## src/rtl/stream_to_bram.sv

```systemverilog
// Captures a burst of AXI-stream words into a BRAM port, started by an arm pulse
// and optionally gated by the orbit sync fast command.
module stream_to_bram #(
    parameter int MEM_DEPTH = 2048,
    parameter int AW        = $clog2(MEM_DEPTH)
) (
    input  logic        clk,
    input  logic        reset,
    input  logic        arm,
    input  logic        abort,
    input  logic        trig_mode,
    input  logic [15:0] capture_length,
    input  logic        fc_orbitSync,
    input  logic [31:0] data_stream_TDATA,
    input  logic        data_stream_TVALID,
    output logic        data_stream_TREADY,
    output logic        bram_CLK,
    output logic        bram_RST,
    output logic        bram_EN,
    output logic [3:0]  bram_WE,
    output logic [31:0] bram_ADDR,
    output logic [31:0] bram_DIN,
    output logic        busy,
    output logic        done,
    output logic [15:0] word_count,
    output logic [1:0]  dbg_state
);

    // Stream handshake: a beat is accepted whenever TVALID and TREADY are both
    // high on a rising edge; TREADY is high at all times outside reset.

    typedef enum logic [1:0] {
        S_IDLE    = 2'd0,
        S_ARMED   = 2'd1,
        S_CAPTURE = 2'd2,
        S_DONE    = 2'd3
    } state_t;

    localparam logic [16:0] DEPTH_L = 17'(MEM_DEPTH);

    state_t        state_q;
    logic          sync_q;
    logic          mode_q;
    logic [16:0]   len_q;
    logic [AW-1:0] waddr_q;
    logic [15:0]   wc_q;
    logic          en_q;
    logic [31:0]   addr_q;
    logic [31:0]   din_q;
    logic          busy_q;
    logic          done_q;

    logic          beat_acc;
    logic          trig_hit;
    logic          take_beat;
    logic          last_beat;
    logic          arm_ok;
    logic [16:0]   len_d;
    logic [16:0]   wc_next;

    assign data_stream_TREADY = ~reset;
    assign beat_acc  = data_stream_TVALID & data_stream_TREADY;
    assign trig_hit  = ~mode_q | sync_q;
    assign take_beat = beat_acc & ((state_q == S_CAPTURE) |
                                   ((state_q == S_ARMED) & trig_hit));
    assign arm_ok    = arm & ((state_q == S_IDLE) | (state_q == S_DONE));
    assign wc_next   = {1'b0, wc_q} + 17'd1;
    // >= keeps the last-word test safe even if len_q were ever below the count.
    assign last_beat = (wc_next >= len_q);

    // Zero or oversized lengths fill the whole buffer.
    assign len_d = ((capture_length == 16'd0) || ({1'b0, capture_length} > DEPTH_L))
                   ? DEPTH_L : {1'b0, capture_length};

    always_ff @(posedge clk or posedge reset) begin
        if (reset) begin
            state_q <= S_IDLE;
            sync_q  <= 1'b0;
            mode_q  <= 1'b0;
            len_q   <= 17'd0;
            waddr_q <= '0;
            wc_q    <= 16'd0;
            en_q    <= 1'b0;
            addr_q  <= 32'd0;
            din_q   <= 32'd0;
            busy_q  <= 1'b0;
            done_q  <= 1'b0;
        end else begin
            sync_q <= fc_orbitSync;
            en_q   <= 1'b0;
            if (abort) begin
                state_q <= S_IDLE;
                busy_q  <= 1'b0;
                done_q  <= 1'b0;
            end else if (arm_ok) begin
                mode_q  <= trig_mode;
                len_q   <= len_d;
                wc_q    <= 16'd0;
                waddr_q <= '0;
                state_q <= S_ARMED;
                busy_q  <= 1'b1;
                done_q  <= 1'b0;
            end else if (take_beat) begin
                en_q    <= 1'b1;
                addr_q  <= 32'({waddr_q, 2'b00});
                din_q   <= data_stream_TDATA;
                waddr_q <= waddr_q + AW'(1);
                wc_q    <= wc_q + 16'd1;
                if (last_beat) begin
                    state_q <= S_DONE;
                    busy_q  <= 1'b0;
                    done_q  <= 1'b1;
                end else begin
                    state_q <= S_CAPTURE;
                    busy_q  <= 1'b1;
                    done_q  <= 1'b0;
                end
            end
        end
    end

    assign bram_CLK   = clk;
    assign bram_RST   = reset;
    assign bram_EN    = en_q;
    assign bram_WE    = {4{en_q}};
    assign bram_ADDR  = addr_q;
    assign bram_DIN   = din_q;
    assign busy       = busy_q;
    assign done       = done_q;
    assign word_count = wc_q;
    assign dbg_state  = state_q;

endmodule

```

## config.mk

```make
export PLATFORM = sky130hd
export DESIGN_NAME = stream_to_bram
export DESIGN_NICKNAME = d
export VERILOG_FILES = /design/src/rtl/stream_to_bram.sv
export SDC_FILE = /design/constraint.sdc
export NUM_CORES = 1
export LEC_CHECK = 0
export ABC_AREA = 1
export CAP_MARGIN = 20
export CORE_ASPECT_RATIO = 1.75
export CORE_MARGIN = 2
export CORE_UTILIZATION = 43
export DETAILED_ROUTE_END_ITERATION = 6
export GPL_TIMING_DRIVEN = 0
export PLACE_DENSITY = 0.77
export SYNTH_ARGS = -nofsm -noshare
export SYNTH_HDL_FRONTEND = slang
export SYNTH_SLANG_ARGS = --single-unit
```

## constraint.sdc

```tcl
create_clock -name clk -period 2.7 [get_ports clk]
set_clock_uncertainty 0.2 [all_clocks]
set_input_delay 0.27 -clock clk [delete_from_list [all_inputs] [get_ports clk]]
set_output_delay 0.27 -clock clk [all_outputs]
set_load 0.02 [all_outputs]
```

==> results of run 1 <==
layout make-up:
cell class                 count  area (um2)  area share
sequential                    93        2335      0.3325
multi-input combinational    391        2156      0.3070
timing repair buffer         135        1349      0.1921
inverter                      83       315.3     0.04490
clock buffer                  13       309.0     0.04401
buffer                        43       280.3     0.03991
tap                          132       165.2     0.02352
clock inverter                 6       112.6     0.01604
flip-flops by register name (all words and copies together) (netlist names):
register / count
bram_EN: 1
busy: 1
bram_ADDR: 11
mode_q: 1
word_count: 16
len_q: 16
sync_q: 1
dbg_state: 2
done: 1
waddr_q: 11
bram_DIN: 32
metal layers:
layer	global-route usage	up-vias
met5	0	-
met4	0.1426	0
met3	0.04509	49
met2	0.4123	152
met1	0.2074	2006
li1	-	2121
Yosys cell counts, types with 2 or more instances:
library cell,number
nand2_1,190
dfrtp_1,93
inv_1,79
nor2_1,34
o21ai_0,29
buf_4,28
nand3_1,21
ha_1,20
o22ai_1,13
xor2_1,13
buf_2,11
nand4_1,7
o21ai_1,7
a21oi_1,6
clkbuf_1,4
inv_2,4
nand2_2,4
nor2_4,4
a22o_1,2
nand3_2,2
nand3b_1,2
nor2_2,2
nor3_1,2
cell usage in the layout (no fill, tap or decap), types with 3 or more instances in the layout:
master / instances
inv_1: 74
dfrtp_2: 6
ha_1: 17
buf_2: 11
nand4_1: 7
nand2_2: 9
xor2_1: 7
clkbuf_16: 12
o22ai_1: 13
bufinv_16: 3
nor2_4: 7
clkdlybuf4s50_1: 124
nor2_2: 4
nand3_2: 4
nand3_1: 18
conb_1: 21
buf_4: 37
inv_2: 8
nand2_1: 183
nor2_1: 29
o21ai_1: 7
o21ai_0: 28
xor2_2: 6
clkbuf_1: 4
a21oi_1: 4
dfrtp_1: 87
critical path: cells and delay by family, from the launching register on:
family | cells | cell delay, ns
xor gates and xnor gates | 1 | 0.17
adders and majority gates | 1 | 0.32
buffers and inverters | 1 | 0.10
DFF | 1 | 0.49
and+or+nand+nor | 13 | 1.39
what timing repair did:
item,CTS,global route
pin swaps,11,16
gates cloned,0,0
endpoints found under the setup margin,4,3
resized for setup,14,31
setup buffers,5,4
power breakdown:
| part | total, W | leakage (nW) | switching, W | internal, W |
|---|---|---|---|---|
| sequential | 0.00173 | 1.25 | 0.000124 | 0.00161 |
| combinational | 0.00120 | 2.05 | 0.000628 | 0.000568 |
| clock | 0.00173 | 0.212 | 0.000604 | 0.00112 |
| total | 0.00466 | 3.51 | 0.00136 | 0.00330 |
cell families (layout without fill, tap and decap cells):
logic type,count (synthesis),in the layout
xor+xnor,14,14
compound gates,63,63
other cells,1,21
flops,93,93
buf+inv,126,280
fa+ha+maj,20,20
simple gates,273,273
worst paths after layout:
| check | slack, ns | cells after the start | endpoint | from |
|---|---|---|---|---|
| setup reg to reg | -0.03 | 16 | busy$_DFFE_PP0P_ | word_count[5]$_DFFE_PP0P_ |
| min in group clk | 0.07 | 1 | sync_q$_DFF_PP0_ | fc_orbitSync |
| setup / recovery | -0.03 | 16 | busy$_DFFE_PP0P_ | word_count[5]$_DFFE_PP0P_ |
| hold reg to reg | 0.28 | 2 | bram_DIN[8]$_DFFE_PP0P_ | bram_DIN[8]$_DFFE_PP0P_ |
| hold / removal | 0.002 | 2 | bram_DIN[31]$_DFFE_PP0P_ | reset |
| max in group asynchronous | 1.48 | 4 | word_count[9]$_DFFE_PP0P_ | reset |
stage by stage:
step | power [W] | instance area (um2) | setup WS [ns] | hold slack (ns)
after global placement | 0.002973 | 6327 | -1.188 | 0.2640
after floorplan | 0.002366 | 4911 | 0.02449 | 0.1014
after CTS | 0.004685 | 6868 | -0.06073 | 0.009560
final | 0.004655 | 7022 | -0.02572 | 0.001766
after global routing | 0.004850 | 7022 | -0.2645 | 0.03777
after detailed placement | 0.003010 | 6367 | -0.2972 | 0.2641
==> flow_metrics.tcl, run 1 <==
set metrics [dict create \
    status "complete, but fails checks" \
    violated_checks "setup timing" \
    synth-async-reset-ratio 1.000 \
    drcViolationCount 0 \
    clock_latency_ns 0.46 \
    cp_startpoint_kind "register" \
    insertedDiodeCount 0 \
    die_w_um 84.13 \
    antenna_found_initial 0 \
    cell_type_with_the_largest_total_area_after_synthesis "dfrtp_1" \
    stdcell_count 896 \
    grt.total_usage 0.2173 \
    critical_path.cell_chain "nand2_1 > nor2_2 > nand2_2 > nor2_4 > nand2_1 > xor2_2 > ha_1 > inv_1 > nor2_1 > nor2_1 > nand3_2 > nor2_4 > nand2_2 > nand2_1 > nand2_1 > nand2_1" \
    grt_start_max_net_pins 42 \
    layout-area-overhead-vs-synth_pct 45.35 \
    io_pins 147 \
    synth_seq_area_share 0.4817 \
    synth_cells 590 \
    number_of_cells_in_the_design_after_placement 869 \
    place.detailed.hpwl_um 9603 \
    final.period_utilization 1.010 \
    ys_seq_elements 93 \
    timing.critical_path.slowest_cell_delay_ns 0.49 \
    floorplan.core_area_um2 11040 \
    synth_ff_type "dfrtp_1" \
    globalRoute.totalOverflow 0 \
    post_cts_hold_buffer_count 0 \
    cpMostUsedCell "nand2_1" \
    grt_pass1_vias 4493 \
    wire_per_inst_um 14.59 \
    synth.yosys.warnings 0 \
    timing.hold.worst.class "input pin to async pin" \
    number_of_vias_after_detailed_routing 4328 \
    power.leakage_nw 3.512 \
    wire_length_of_the_first_global_routing_pass_um 20620 \
    floorplan.initialDensity 0.4376 \
    finalNetCount 835 \
    grt_setup_unrepaired "true" \
    synth_enable_flop_cells 0 \
    synthesized_area_fraction_occupied_by_and_or_nand_nor_cells 0.2437 \
    clkTransAtPathRegs_ns 0.07 \
    detailedRoute.firstIterationViolations 156 \
    layout-drive-gt1-share 0.1675 \
    critical_path_arrival_ns 2.92 \
    clock_period_minus_worst_slack_ns 2.726 \
    drtAntennaViolNets 0 \
    vias_per_cell 4.830 \
    max_freq_mhz 366.9 \
    fillCellCount 907 \
    die_area_um2 12130 \
    timing.critical_path.to_type "register" \
    dr.pass1.iters 4 \
    tritoncts "yes" \
    chipHeight_um 144.2 \
    synthesis.area_per_instance_um2 8.188 \
    totalNegativeSetupSlack_ns -0.03173 \
    timing.critical_path.fanout_max 6 \
    synth_top_family_by_area "simple AND/OR/NAND/NOR gates" \
    detail_route.wirelength.met1_um 4576 \
    syn_std_cell_area_um2 4831 \
    max_cap_viol_count 0 \
    vdd.ir_drop.worst_mv 0.8624 \
    gpl_congestion 0.9020 \
    highest_layer "met4" \
    final-hold-violation-count 0 \
    timing.critical_path.slowest_stage_cell "dfrtp_1" \
    pins_over_slew_limit 0 \
    synth.mux.area_fraction 0 \
    synth_compound_area_frac 0.07407 \
    cellPowerDensity_nw_per_um2 662.9 \
    finalWorstSetupSlack_ns -0.02572 \
    synth.distinct_cells 36 \
    dr_wl_met3_um 648 \
    drt_wirelength_um 13080 \
    met2_wirelength_um 7239 \
    synth_top_area_share 0.4817 \
    synthTopCellsByArea "dfrtp_1 (48%), nand2_1 (15%), inv_1 (6.1%)" \
    fp-row-count 51 \
    worst-endpoint-required_ns 2.90 \
    setup_violations 3 \
    finalCoreUtilization 0.6361 \
    timing.setup.critical_path_class "register to register" \
    post_synth_adder_cell_area 0.05180 \
    synth_xor_area_frac 0.02538 \
    buffer_ports.inserted 125 \
]
Power figures use the tool's default switching activity.
==> inputs of run 2 (changes only) <==
--- a/config.mk
+++ b/config.mk
@@ -12,7 +12,8 @@
 export CORE_UTILIZATION = 43
 export DETAILED_ROUTE_END_ITERATION = 6
 export GPL_TIMING_DRIVEN = 0
-export PLACE_DENSITY = 0.77
+export PLACE_DENSITY = 0.79
+export SETUP_SLACK_MARGIN = 0.05
 export SYNTH_ARGS = -nofsm -noshare
 export SYNTH_HDL_FRONTEND = slang
 export SYNTH_SLANG_ARGS = --single-unit
==> run 2 against run 1 <==
Compared with the run above: the run ends with DRC, setup timing left; first-iteration DRC count up 100%; utilization increased by 0.84 points; global-route usage is 0.58 points higher; final area increased by 1.3%; sequential power hardly changed; fmax fell by 0.99%; non-clock buffer count up 7; register-to-register slack lost 0.03 ns; die area is the same; largest power group unchanged.
==> flow_metrics.tcl, run 2 (same netlist as run 1, synthesis figures left out) <==
set metrics [dict create \
    die_area_um2 12130 \
    floorplan.initialDensity 0.4376 \
    floorplan.core_area_um2 11040 \
    number_of_cells_in_the_design_after_placement 869 \
    place.detailed.hpwl_um 9674 \
    share_clk_of_total_power 0.360 \
    critical_path_arrival_ns 2.90 \
    layout_commonest_cell "nand2_1" \
    comb_power_frac 0.262 \
    cell_int_power_w 0.003263 \
    grt_setup_unrepaired "true" \
    pins_over_slew_limit 0 \
    holdWs_ns 0.005902 \
    antenna_found_initial 0 \
    grt_start_max_net_pins 42 \
    power.leakage_nw 3.595 \
    clkTransAtPathRegs_ns 0.06 \
    timing.critical_path.fanout_max 5 \
    fillCellCount 865 \
    finalNetCount 842 \
    net-switching-power_w 0.001344 \
    drt_wirelength_um 13800 \
    power.share.switching 0.2917 \
    vias_per_cell 4.979 \
    vdd.ir_drop.worst_mv 0.4983 \
    detailedRoute.firstIterationViolations 312 \
    timing.setup.critical_path_class "register to register" \
    number_of_vias_after_detailed_routing 4501 \
    clock_latency_ns 0.46 \
    wire_length_of_the_first_global_routing_pass_um 21140 \
    violated_checks "DRC, setup timing" \
    drtAntennaViolNets 0 \
    status "complete, but fails checks" \
    io_pins 147 \
    fp-row-count 51 \
    grt_pass1_vias 4535 \
    totalNegativeSetupSlack_ns -0.09146 \
    insertedDiodeCount 0 \
    die_w_um 84.13 \
    buffer_ports.inserted 125 \
    layout-area-overhead-vs-synth_pct 47.27 \
    timing.critical_path.to_type "register" \
    dr.pass1.iters 7 \
    globalRoute.totalOverflow 0 \
    chipHeight_um 144.2 \
    cp_startpoint_kind "register" \
    critical_path.cell_chain "buf_6 > nand3_4 > nor2_4 > nand2_4 > nor2_4 > xor2_2 > inv_1 > ha_1 > nand2_1 > nor2_1 > inv_1 > nor2_2 > nand3_2 > nand2_1 > nand2_1 > nand2_1 > nand2_1" \
    pwr-share-seq 0.378 \
    cpMostUsedCell "nand2_1" \
    cellPowerDensity_nw_per_um2 647.6 \
    final.period_utilization 1.020 \
    max_freq_mhz 363.2 \
    gpl_congestion 0.8680 \
    max_cap_viol_count 0 \
    stdcell_count 904 \
    drcViolationCount 1 \
    grt.total_usage 0.2231 \
    tritoncts "yes" \
    timing.hold.worst.class "input pin to async pin" \
    final_cell_mix "nand2_1 (184), clkdlybuf4s50_1 (124), dfrtp_1 (85)" \
    worst-endpoint-required_ns 2.85 \
    timing.critical_path.slowest_cell_delay_ns 0.42 \
    wire_per_inst_um 15.27 \
    largest_reg_flops 32 \
    dp_slack_ns -0.3644 \
    layout-drive-gt1-share 0.1749 \
    setup_violations 3 \
    finalWorstSetupSlack_ns -0.05309 \
    clock_period_minus_worst_slack_ns 2.753 \
    timing.critical_path.slowest_stage_cell "dfrtp_2" \
    final-hold-violation-count 0 \
]
## run 2: changes by cell type in the layout (fill, tap and decap cells not counted), sizes merged
| cell | before | now |
|---|---|---|
| buf | 50 | 57 |
| clkbuf | 16 | 19 |
| bufinv | 3 | 2 |
| clkinv | 3 | 2 |
## run 2: worst paths after layout
check,from,end,slack (ns),depth (start not counted)
worst max-delay path,word_count[0]$_DFFE_PP0P_,busy$_DFFE_PP0P_,-0.05,17
worst min-delay path,reset,sync_q$_DFF_PP0_,0.006,2
worst max register to register,word_count[0]$_DFFE_PP0P_,busy$_DFFE_PP0P_,-0.05,17
worst min register to register,bram_DIN[20]$_DFFE_PP0P_,bram_DIN[20]$_DFFE_PP0P_,0.28,2
max in group asynchronous,reset,word_count[8]$_DFFE_PP0P_,1.48,4
min in group clk,fc_orbitSync,sync_q$_DFF_PP0_,0.07,1
## run 2: layout make-up
class	count	area [um2]	share of cell area
plain buffers	43	280.3	0.03940
clock buffers	16	340.3	0.04784
clock inverters	4	70.07	0.009849
inverters	83	315.3	0.04432
multi-input cells	391	2201	0.3094
flip-flops and latches	93	2337	0.3285
well taps	132	165.2	0.02321
repair buffers	142	1405	0.1975
## run 2: metrics by stage
step,cell area [um2],utilization,power (W)
3_3_place_gp,6329,0.5733,0.002971
3_5_place_dp,6369,0.5769,0.003016
2_1_floorplan,4912,-,0.002366
4_1_cts,6882,0.6234,0.004618
6_report,7114,0.6445,0.004608
5_1_grt,7114,0.6445,0.004805
## run 2: worst max-delay path, delay by kind of cell, from the launching register on
family,cells,cell delay (ns)
xor gates and xnor gates,1,0.19
adders and majority gates,1,0.33
buffers and inverters,3,0.28
DFF,1,0.42
and+or+nand+nor,12,1.21
## run 2: routing by layer
| layer | track usage | part of all wire |
|---|---|---|
| met5 | 0 | 0 |
| met4 | 0.1494 | 0.041 |
| met3 | 0.03881 | 0.056 |
| met2 | 0.4240 | 0.55 |
| met1 | 0.2159 | 0.35 |
## run 2: power by group through the flow
stage / registers (W) / logic, W / clock network (W)
global placement: 0.00175 / 0.00115 / 0.0000703
CTS: 0.00174 / 0.00120 / 0.00168
floorplan: 0.00200 / 0.000323 / 0.0000433
global route: 0.00176 / 0.00130 / 0.00174
detailed placement: 0.00176 / 0.00119 / 0.0000703
finish: 0.00174 / 0.00121 / 0.00166
## run 2: timing repair
item / 4_1_cts / 5_1_grt
endpoints found under the setup margin: 4 / 3
buffers inserted: 6 / 10
pin swaps: 9 / 15
resized for setup: 14 / 37
hold buffers: 0 / 0
gates cloned: 0 / 0
==> inputs of run 3 (changes only) <==
--- a/config.mk
+++ b/config.mk
@@ -13,6 +13,7 @@
 export DETAILED_ROUTE_END_ITERATION = 6
 export GPL_TIMING_DRIVEN = 0
 export PLACE_DENSITY = 0.79
+export RECOVER_POWER = 100
 export SETUP_SLACK_MARGIN = 0.05
 export SYNTH_ARGS = -nofsm -noshare
 export SYNTH_HDL_FRONTEND = slang
==> run 3 against run 2 <==
Compared with the run above: the run ends with setup timing left; global-route usage is the same; count of clock-buffer cells in the layout is the same; sequential share of layout area grew 0.13 points; clock power is essentially flat; register-to-register slack is essentially flat; non-clock buffer count is the same; critical path type unchanged.
==> flow_metrics.tcl, run 3 (same netlist as run 1, synthesis figures left out) <==
set metrics [dict create \
    post_dp_cell_area_um2 6369 \
    layout_commonest_cell "nand2_1" \
    clock_latency_ns 0.46 \
    die_area_um2 12130 \
    timing.rr.end "busy$_DFFE_PP0P_" \
    antenna_found_initial 0 \
    max_slew.worst_pin.slew_ns 0.9816 \
    timing.critical_path.fanout_max 5 \
    layout-area-overhead-vs-synth_pct 46.70 \
    tritoncts "yes" \
    final_cell_mix "nand2_1 (184), dfrtp_1 (85), inv_1 (74)" \
    vdd.ir_drop.worst_mv 0.4856 \
    post_route_standard_cell_area_excluding_fillers_um2 7087 \
    final-hold-violation-count 0 \
    clock_period_minus_worst_slack_ns 2.755 \
    critical_path_arrival_ns 2.90 \
    startpoint "word_count[0]$_DFFE_PP0P_" \
    status "complete, but fails checks" \
    largest_reg_flops 32 \
    detailedRoute.firstIterationViolations 300 \
    number_of_vias_after_detailed_routing 4468 \
    seq_area_um2 2337 \
    max_cap_viol_count 0 \
    clkTransAtPathRegs_ns 0.06 \
    worst-endpoint-required_ns 2.85 \
    finalCoreUtilization 0.6420 \
    timing.critical_path.to_type "register" \
    place.detailed.hpwl_um 9674 \
    setup_violations 3 \
    floorplan.initialDensity 0.4376 \
    layout-drive-gt1-share 0.1749 \
    post_cts_hold_buffer_count 0 \
    vias_per_cell 4.942 \
    die_w_um 84.13 \
    insertedDiodeCount 0 \
    gpl_congestion 0.8680 \
    chipHeight_um 144.2 \
    io_pins 147 \
    fillCellCount 868 \
    cp_startpoint_kind "register" \
    power.leakage_nw 3.738 \
    grt.total_usage 0.2231 \
    critical_path.cell_chain "buf_6 > nand3_4 > nor2_4 > nand2_4 > nor2_4 > xor2_2 > inv_1 > ha_1 > nand2_1 > nor2_1 > inv_1 > nor2_2 > nand3_2 > nand2_1 > nand2_1 > nand2_1 > nand2_1" \
    timing.setup.critical_path_class "register to register" \
    finalNetCount 842 \
    drcViolationCount 0 \
    multi_input_gate_area_in_the_final_layout_um2 2201 \
    buffer_ports.inserted 125 \
    fp-row-count 51 \
    floorplan.core_area_um2 11040 \
    wire_per_inst_um 15.19 \
    ff2ff_path_depth 17 \
    regToRegStartpoint "word_count[0]$_DFFE_PP0P_" \
    cellPowerDensity_nw_per_um2 637.9 \
    cpMostUsedCell "nand2_1" \
    drt_wirelength_um 13740 \
    violated_checks "setup timing" \
    wire_length_of_the_first_global_routing_pass_um 21140 \
    timing.critical_path.slowest_cell_delay_ns 0.42 \
    grt_pass1_vias 4535 \
    finalWorstSetupSlack_ns -0.05525 \
    slew-limit-headroom 0.3456 \
    drtAntennaViolNets 0 \
    timing.critical_path.slowest_stage_cell "dfrtp_2" \
    grt_setup_unrepaired "true" \
    globalRoute.totalOverflow 0 \
    final.period_utilization 1.020 \
    max_freq_mhz 362.9 \
    timing.hold.worst.class "input pin to async pin" \
    dr.pass1.iters 5 \
    grt_start_max_net_pins 42 \
    pins_over_slew_limit 0 \
    setup.reg_to_reg.worst_slack_ns -0.06 \
]
run 3: worst max path at each step:
stage                         end  slack, ns  cells past startpoint
2_1_floorplan    busy$_DFFE_PP0P_       0.08                     20
3_3_place_gp   data_stream_TREADY      -1.15                      3
3_5_place_dp     done$_DFFE_PP0P_      -0.36                     17
4_1_cts          busy$_DFFE_PP0P_      -0.03                     17
5_1_grt          busy$_DFFE_PP0P_      -0.18                     17
6_report         busy$_DFFE_PP0P_      -0.06                     17
run 3: routing by layer:
metal | track usage | vias up | part of all wire
li1 | - | 2140 | -
met1 | 0.2159 | 2104 | 0.35
met2 | 0.4240 | 181 | 0.55
met3 | 0.03881 | 43 | 0.058
met4 | 0.1494 | 0 | 0.041
met5 | 0 | - | 0
run 3: critical path: cells and delay by family, from the launching register on:
family | cells | cell delay, ns
DFF | 1 | 0.42
adders and majority gates | 1 | 0.33
xor gates and xnor gates | 1 | 0.19
and+or+nand+nor | 12 | 1.22
buffers and inverters | 3 | 0.29
run 3: report_power, final:
group | internal [W] | total [W] | switching [W]
Sequential | 0.00161 | 0.00173 | 0.000123
Combinational | 0.000495 | 0.00113 | 0.000632
Clock | 0.00108 | 0.00166 | 0.000582
Total | 0.00318 | 0.00452 | 0.00134
run 3: what timing repair did:
item | CTS | global route
buffers inserted | 6 | 10
gates resized for setup | 14 | 37
endpoints found under the setup margin | 4 | 3
pin swaps | 9 | 15
run 3: final cells by class:
cell class,instances,area share
Tap cell,132,0.02331
Clock inverter,4,0.009887
Sequential cell,93,0.3298
Buffer,43,0.03955
Inverter,83,0.04449
Timing Repair Buffer,142,0.1944
Multi-Input combinational cell,391,0.3106
Clock buffer,16,0.04802
run 3: stage by stage:
step                      worst slack (ns)  total power (W)  hold slack (ns)  cells  TNS (ns)
after floorplan                    0.08307         0.002366           0.1014    610         0
after global placement              -1.149         0.002971           0.2632    867    -2.001
after detailed placement           -0.3644         0.003016           0.2689    869    -1.066
after CTS                         -0.02890         0.004618         0.009391    894  -0.05212
after global routing               -0.1822         0.004717           0.1306    904   -0.5531
final                             -0.05525         0.004521           0.1081    904  -0.08526
